$ cat src/rtl/l2_pkg.sv
// Shared constants and state encoding for the L2-norm vector driver and its buffer.
package l2_pkg;

  localparam int NORM_LAT      = 3;   // norm block valid_in -> valid_out latency
  localparam int MAX_LEN       = 16;
  localparam int ELEM_W        = 8;
  localparam int ACC_W         = 20;
  localparam int ROOT_W        = 10;
  localparam int TIMEOUT_SLACK = 8;

  typedef enum logic [2:0] {
    ST_LOAD   = 3'd0,
    ST_CLEAR  = 3'd1,
    ST_SEND   = 3'd2,
    ST_WAIT   = 3'd3,
    ST_RESULT = 3'd4
  } l2_state_e;

endpackage

$ cat src/rtl/l2_vec_buf.sv
// DEPTH x ELEM_W register file: one write port, one read port addressed by a registered index.
module l2_vec_buf
  import l2_pkg::*;
#(
  parameter int DEPTH = MAX_LEN,
  parameter int AW    = 4
) (
  input  logic              clk,
  input  logic              wr_en,
  input  logic [AW-1:0]     wr_idx,
  input  logic [ELEM_W-1:0] wr_data,
  input  logic [AW-1:0]     rd_idx,
  output logic [ELEM_W-1:0] rd_data
);

  logic [ELEM_W-1:0] mem [DEPTH];

  // NOTE: storage is deliberately unreset; every slot is written before it is read, and a reset would turn the array into flops with reset muxes.
  always_ff @(posedge clk) begin
    if (wr_en) mem[wr_idx] <= wr_data;
  end

  assign rd_data = mem[rd_idx];

endmodule

$ cat src/rtl/l2_vec_driver.sv
// Buffers a byte vector, clears and feeds the L2-norm block, and returns its final norm.
// Optional watchdog on SEND+WAIT is compiled in with `define L2_DRV_TIMEOUT_EN.
module l2_vec_driver
  import l2_pkg::*;
#(
  parameter int DEPTH = MAX_LEN,
  parameter int LEN_W = 5
) (
  input  logic              clk,
  input  logic              reset,
  input  logic              s_valid,
  output logic              s_ready,
  input  logic [ELEM_W-1:0] s_data,
  input  logic              s_last,
  output logic [ELEM_W-1:0] a,
  output logic              valid_in,
  output logic              norm_clear,
  input  logic [ROOT_W-1:0] g,
  input  logic              valid_out,
  output logic              r_valid,
  input  logic              r_ready,
  output logic [ROOT_W-1:0] r_norm,
  output logic [LEN_W-1:0]  r_count,
  output logic              r_trunc,
  output logic              r_err
);

  localparam int AW = (DEPTH > 1) ? $clog2(DEPTH) : 1;
  localparam logic [LEN_W-1:0] DEPTH_L = LEN_W'(DEPTH);

  l2_state_e         state_q, state_d;
  logic [LEN_W-1:0]  wr_idx_q, wr_idx_d;
  logic [LEN_W-1:0]  rd_idx_q, rd_idx_d;
  logic [LEN_W-1:0]  len_q, len_d;
  logic [LEN_W-1:0]  cnt_q, cnt_d;
  logic [ELEM_W-1:0] a_q, a_d;
  logic              valid_in_q, valid_in_d;
  logic              norm_clear_q, norm_clear_d;
  logic [ROOT_W-1:0] r_norm_q, r_norm_d;
  logic [LEN_W-1:0]  r_count_q, r_count_d;
  logic              r_trunc_q, r_trunc_d;
  logic              wr_en, accept, done;
  logic [ELEM_W-1:0] rd_data;

`ifdef L2_DRV_TIMEOUT_EN
  localparam int WD_W = LEN_W + 1;
  logic [WD_W-1:0] wd_q, wd_d, wd_limit;
  logic            r_err_q, r_err_d, expired;

  assign wd_limit = {1'b0, len_q} + WD_W'(TIMEOUT_SLACK);
  assign r_err    = r_err_q;
`else
  assign r_err = 1'b0;
`endif

  assign s_ready    = (state_q == ST_LOAD) && !reset;
  assign accept     = s_valid && s_ready;
  assign r_valid    = (state_q == ST_RESULT);
  assign a          = a_q;
  assign valid_in   = valid_in_q;
  assign norm_clear = norm_clear_q;
  assign r_norm     = r_norm_q;
  assign r_count    = r_count_q;
  assign r_trunc    = r_trunc_q;

  l2_vec_buf #(.DEPTH(DEPTH), .AW(AW)) u_buf (
    .clk     (clk),
    .wr_en   (wr_en),
    .wr_idx  (wr_idx_q[AW-1:0]),
    .wr_data (s_data),
    .rd_idx  (rd_idx_q[AW-1:0]),
    .rd_data (rd_data)
  );

  // NOTE: every variable gets a default before the case so no path leaves one unassigned and infers a latch.
  always_comb begin
    state_d      = state_q;
    wr_idx_d     = wr_idx_q;
    rd_idx_d     = rd_idx_q;
    len_d        = len_q;
    cnt_d        = cnt_q;
    a_d          = '0;
    valid_in_d   = 1'b0;
    norm_clear_d = 1'b0;
    r_norm_d     = r_norm_q;
    r_count_d    = r_count_q;
    r_trunc_d    = r_trunc_q;
    wr_en        = 1'b0;
    done         = 1'b0;
`ifdef L2_DRV_TIMEOUT_EN
    wd_d         = wd_q;
    r_err_d      = r_err_q;
    expired      = 1'b0;
`endif
    case (state_q)
      ST_LOAD: begin
        if (accept) begin
          wr_en    = 1'b1;
          wr_idx_d = wr_idx_q + LEN_W'(1);
          if (s_last || wr_idx_d == DEPTH_L) begin
            state_d      = ST_CLEAR;
            len_d        = wr_idx_d;
            r_trunc_d    = !s_last;
            norm_clear_d = 1'b1;
          end
        end
      end
      ST_CLEAR: begin
        state_d    = ST_SEND;
        valid_in_d = 1'b1;
        a_d        = rd_data;
        rd_idx_d   = rd_idx_q + LEN_W'(1);
      end
      ST_SEND, ST_WAIT: begin
        if (valid_out) cnt_d = cnt_q + LEN_W'(1);
        done = valid_out && (cnt_d == len_q);
`ifdef L2_DRV_TIMEOUT_EN
        wd_d    = wd_q + WD_W'(1);
        expired = (wd_d == wd_limit);
`endif
        if (done) begin
          state_d   = ST_RESULT;
          r_norm_d  = g;
          r_count_d = len_q;
`ifdef L2_DRV_TIMEOUT_EN
          r_err_d   = 1'b0;
        end else if (expired) begin
          state_d   = ST_RESULT;
          r_err_d   = 1'b1;
          r_norm_d  = '0;
          r_count_d = cnt_d;
`endif
        end else if (state_q == ST_SEND) begin
          // rd_idx_q already points one past the element currently on a.
          if (rd_idx_q != len_q) begin
            valid_in_d = 1'b1;
            a_d        = rd_data;
            rd_idx_d   = rd_idx_q + LEN_W'(1);
          end else begin
            state_d = ST_WAIT;
          end
        end
      end
      ST_RESULT: begin
        if (r_ready) begin
          state_d  = ST_LOAD;
          wr_idx_d = '0;
          rd_idx_d = '0;
          len_d    = '0;
          cnt_d    = '0;
`ifdef L2_DRV_TIMEOUT_EN
          wd_d     = '0;
`endif
        end
      end
      default: state_d = ST_LOAD;
    endcase
  end

  // NOTE: sequential state uses non-blocking assignments so every flop samples pre-edge values.
  always_ff @(posedge clk or posedge reset) begin
    if (reset) begin
      state_q      <= ST_LOAD;
      wr_idx_q     <= '0;
      rd_idx_q     <= '0;
      len_q        <= '0;
      cnt_q        <= '0;
      a_q          <= '0;
      valid_in_q   <= 1'b0;
      norm_clear_q <= 1'b0;
      r_norm_q     <= '0;
      r_count_q    <= '0;
      r_trunc_q    <= 1'b0;
`ifdef L2_DRV_TIMEOUT_EN
      wd_q         <= '0;
      r_err_q      <= 1'b0;
`endif
    end else begin
      state_q      <= state_d;
      wr_idx_q     <= wr_idx_d;
      rd_idx_q     <= rd_idx_d;
      len_q        <= len_d;
      cnt_q        <= cnt_d;
      a_q          <= a_d;
      valid_in_q   <= valid_in_d;
      norm_clear_q <= norm_clear_d;
      r_norm_q     <= r_norm_d;
      r_count_q    <= r_count_d;
      r_trunc_q    <= r_trunc_d;
`ifdef L2_DRV_TIMEOUT_EN
      wd_q         <= wd_d;
      r_err_q      <= r_err_d;
`endif
    end
  end

endmodule

$ cat config.mk
export PLATFORM = sky130hd
export DESIGN_NAME = l2_vec_driver
export DESIGN_NICKNAME = d
export VERILOG_FILES = /design/src/rtl/l2_pkg.sv /design/src/rtl/l2_vec_buf.sv /design/src/rtl/l2_vec_driver.sv
export SDC_FILE = /design/constraint.sdc
export NUM_CORES = 1
export LEC_CHECK = 0
export ABC_AREA = 1
export BUFFER_PORTS_ARGS = -buffer_cell sky130_fd_sc_hd__clkbuf_2
export CAP_MARGIN = 20
export CORE_ASPECT_RATIO = 1.2
export CORE_MARGIN = 4
export CORE_UTILIZATION = 60
export CTS_CLUSTER_DIAMETER = 120
export CTS_CLUSTER_SIZE = 10
export DETAILED_ROUTE_END_ITERATION = 16
export PLACE_DENSITY = 0.88
export RECOVER_POWER = 50
export SYNTH_ARGS = -nofsm -noshare
export SYNTH_HDL_FRONTEND = slang
export SYNTH_SLANG_ARGS = --single-unit
$ cat constraint.sdc
create_clock -name clk -period 2.42 [get_ports clk]
set_input_delay 0 -clock clk [delete_from_list [all_inputs] [get_ports clk]]
set_output_delay 0 -clock clk [all_outputs]
set_load 0.005 [all_outputs]
==> metrics.log <==
INFO  metric rr_worst_depth = 10
INFO  metric detailedPlacementHpwl = 10,970 um
INFO  metric cts-htree-levels = 4
INFO  metric grt_pass1_vias = 5,586
INFO  metric antenna_diode_count = 0
INFO  metric path_cells = ha_1 > inv_1 > o21ai_0 > nor2_1 > nand3_1 > nor2_1 > nand2_1 > nand2_1 > nand2_1 > and2_1
INFO  metric gr-total-overflow = 0
INFO  metric remaining_drc_errors = 0
INFO  metric hold_path.startpoint = s_data[4]
INFO  metric critical-path-max-stage-delay = 0.44 ns
INFO  metric place_congestion = 0.8910
INFO  metric initial_antenna_violation_count = 0
INFO  metric timing.rr.start = cnt_q[0]
INFO  metric detail_route.first_pass.iterations = 5
INFO  metric required = 2.74 ns
INFO  metric cp_max_fo = 7
INFO  metric worst_setup_path_end_kind = flop
INFO  metric synth-seq-cells = 177
INFO  metric cp-start-kind = flop
INFO  metric port_buffers = 51
INFO  metric worst_path_max_delay_cell = sky130_fd_sc_hd__dfrtp_1
INFO  metric timing.max_cap.violations = 0
INFO  metric slew_violations = 0
INFO  metric post_cts_setup_buffers = 0
INFO  metric top_level_ports = 53
INFO  metric worstSkewPairLatency = 0.43 ns
INFO  metric fp.dieArea = 14,400 um^2
INFO  metric switchingPower = 3.594 mW
INFO  metric path_class = flop to flop
INFO  metric power.share.combinational = 31.1%
INFO  metric reg2reg_to = a[0]
INFO  metric antenna_left = 0
INFO  metric worstPathBufferInverterCount = 1
INFO  metric met3RoutedLength = 1405 um
INFO  metric number_of_enable_type_register_cells_in_the_synthesized_netlist = 128
INFO  metric synth-async-reset-ratio = 27.68%
INFO  metric final_nets = 791
INFO  metric grt_pass1_wl = 27,500 um
INFO  metric swShare = 37.63%
INFO  metric wl_per_cell = 18.69 um
INFO  metric hold_path_depth = 1
INFO  metric pwr-share-seq = 40.7%
INFO  metric top_layer_used = met4
INFO  metric die-height = 130.7 um
INFO  metric power_leakage = 3.465 nW
INFO  metric cts_buffers = 17
INFO  metric fp.dieW = 110.2 um
INFO  metric synthesis.nets = 713
INFO  metric ir_worst_vdd = 0.0008192 V
INFO  metric timing_worst_slew_pin_value = 1.177 ns
INFO  metric hold_class = input pin to flop
INFO  metric multi_input_gate_area = 2208 um^2
INFO  metric crit_family = simple AND/OR/NAND/NOR gates
INFO  metric wl_on_met1 = 6350 um
INFO  metric rows = 44
INFO  metric area.growth.synth_to_final = 16.46%
INFO  metric grt_start_max_net_pins = 58
INFO  metric endpoint_with_the_worst_hold_slack = u_buf.mem[2][4]
INFO  metric synth.yosys.seq_area_share = 67.39%
INFO  metric sequential_cell_area = 5071 um^2
INFO  metric amount_of_wire_on_met2_after_detailed_routing = 8995 um
INFO  metric synthFlopType = sky130_fd_sc_hd__edfxtp_1
INFO  metric cts.sinks = 177
INFO  metric run_status = completed
INFO  metric drt_first_iter_violations = 795
INFO  metric gr-usage-all-layers = 25.38%
INFO  metric setup.reg_to_reg.worst_slack = 0.27 ns
INFO  metric route.vias.total = 5,676
INFO  metric fillerInstances = 706
INFO  metric tritoncts = done
INFO  metric slew_headroom = 21.50%
INFO  metric period_minus_slack = 2.153 ns
INFO  metric fin_tns_setup = 0 ns
INFO  metric p_per_area = 1090 nW/um^2
INFO  metric skew = 0.01143 ns
INFO  metric worst_path_most_repeated_cell = sky130_fd_sc_hd__nand2_1
INFO  metric yosysWarnings = 0
INFO  metric synth_cells = 683
INFO  metric clock_tree.buffer_depth = 2
INFO  metric post_route_cells_drive_above_1_share = 14.08%
INFO  metric hold_viol = 0
INFO  metric vias_per_cell = 6.071
INFO  metric post_cts_clock_slew_at_the_launch_and_capture_registers_of_the_worst_setup_and_hold_paths = 0.07 ns
INFO  metric hold_ws = 0.09791 ns
INFO  metric max_freq = 464.6 MHz
INFO  metric coreArea = 12,170 um^2
INFO  metric setup_viol = 0
INFO  metric grt_setup_unrepaired = no
INFO  metric internal_power = 5.956 mW
INFO  metric fin_crit_sh = 88.95%
INFO  metric clkPwrFrac = 28.2%
INFO  metric post_syn_area = 7523 um^2
INFO  metric floorplan.initialDensity = 61.84%
INFO  metric clockRootBuffer = sky130_fd_sc_hd__clkbuf_16
INFO  metric synth_area_per_cell = 11.02 um^2
INFO  metric worstPathArrival = 2.48 ns
INFO  metric ys_types = 40
INFO  metric routed_wl = 17,480 um
## power groups by stage
| stage | registers (mW) | logic [mW] | clock network [mW] |
|---|---|---|---|
| after floorplan | 3.85 | 2.02 | 0 |
| after global placement | 3.91 | 2.66 | 0 |
| after detailed placement | 3.94 | 2.83 | 0 |
| after CTS | 3.88 | 2.93 | 2.68 |
| after global routing | 3.92 | 3.31 | 2.83 |
| final | 3.88 | 2.97 | 2.69 |
## state kept, by name, indices dropped and copies added, names as in the netlist
name        flops
a               8
r_norm         10
state_q         3
rd_idx_q        5
wr_idx_q        5
r_trunc         1
r_count         5
norm_clear      1
len_q           5
u_buf.mem     128
valid_in        1
cnt_q           5
## metrics by stage
stage	power (mW)	utilization, %	worst slack, ns	instances	cell area (um^2)
5_1_grt	10.06	72.02	0.06683	935	8762
4_1_cts	9.493	72.19	0.1958	935	8783
3_5_place_dp	6.774	66.01	0.2267	887	8031
2_1_floorplan	5.861	-	0.04584	683	7523
3_3_place_gp	6.573	66.01	0.3855	887	8031
6_report	9.550	72.02	0.2675	935	8762
## logic make-up after synthesis
group                    Yosys count  synth area share [%]
XOR/XNOR                           6                0.6986
other                              1               0.04984
AO/OA/AOI/OAI                    146                 11.44
buffers and inverters             62                 3.326
flip-flops                       177                 67.39
AND/OR/NAND/NOR                  285                 16.10
adder cells (fa/ha/maj)            6                0.9978
## timing repair
action / CTS / global route
setup endpoints to repair: 0 / 12
resized for setup: 0 / 1
hold endpoints to repair: 96 / 0
hold buffers: 16 / 0
## worst max path at each step
| stage | startpoint | endpoint | cells after the start |
|---|---|---|---|
| 3_5_place_dp | cnt_q[0] | r_norm[1] | 12 |
| 2_1_floorplan | reset | u_buf.mem[11][0] | 3 |
| 5_1_grt | cnt_q[0] | r_norm[1] | 11 |
| 6_report | cnt_q[0] | a[0] | 10 |
| 4_1_cts | cnt_q[0] | r_norm[1] | 12 |
| 3_3_place_gp | cnt_q[0] | r_count[1] | 12 |
## placed cells by master, fill, tap and decap left out, types with 11 or more instances in the layout
cell and count:
sky130_fd_sc_hd__buf_4 20, sky130_fd_sc_hd__nand2_1 108, sky130_fd_sc_hd__o22ai_1 11, sky130_fd_sc_hd__edfxtp_1 128, sky130_fd_sc_hd__clkbuf_2 33, sky130_fd_sc_hd__nand3_1 22, sky130_fd_sc_hd__dlygate4sd3_1 16, sky130_fd_sc_hd__clkbuf_1 19
sky130_fd_sc_hd__inv_1 25, sky130_fd_sc_hd__dfrtp_1 48, sky130_fd_sc_hd__nor2_1 127, sky130_fd_sc_hd__clkbuf_16 17, sky130_fd_sc_hd__o211ai_1 23, sky130_fd_sc_hd__o21ai_0 87
## Yosys cell counts, drive strengths merged (5+ instances only)
master	n	area [um^2]
edfxtp	128	3844
a21oi	8	58.80
buf	9	48.79
clkbuf	21	78.83
nand4	5	46.29
o21ai	93	465.5
nand3	22	110.1
nand2	111	429.2
and2	6	37.54
o211ai	23	172.7
o22ai	11	68.82
nor2	134	544.3
ha	6	75.07
inv	29	111.4
dfrtp	49	1226
## routing by layer
metal / GRT usage, % / vias up
met5: 0 / -
met4: 11.96 / 0
met3: 5.160 / 72
met2: 44.29 / 351
met1: 30.07 / 2720
li1: - / 2533
## area by class of cell
type	instances	share of cell area (%)
Multi-Input combinational cell	444	25.20
Clock buffer	17	4.855
Tap cell	161	2.299
Inverter	32	1.399
Sequential cell	177	57.88
Timing Repair Buffer	89	6.469
Clock inverter	15	1.899
Note: power is estimated with default switching activity, not from simulation.
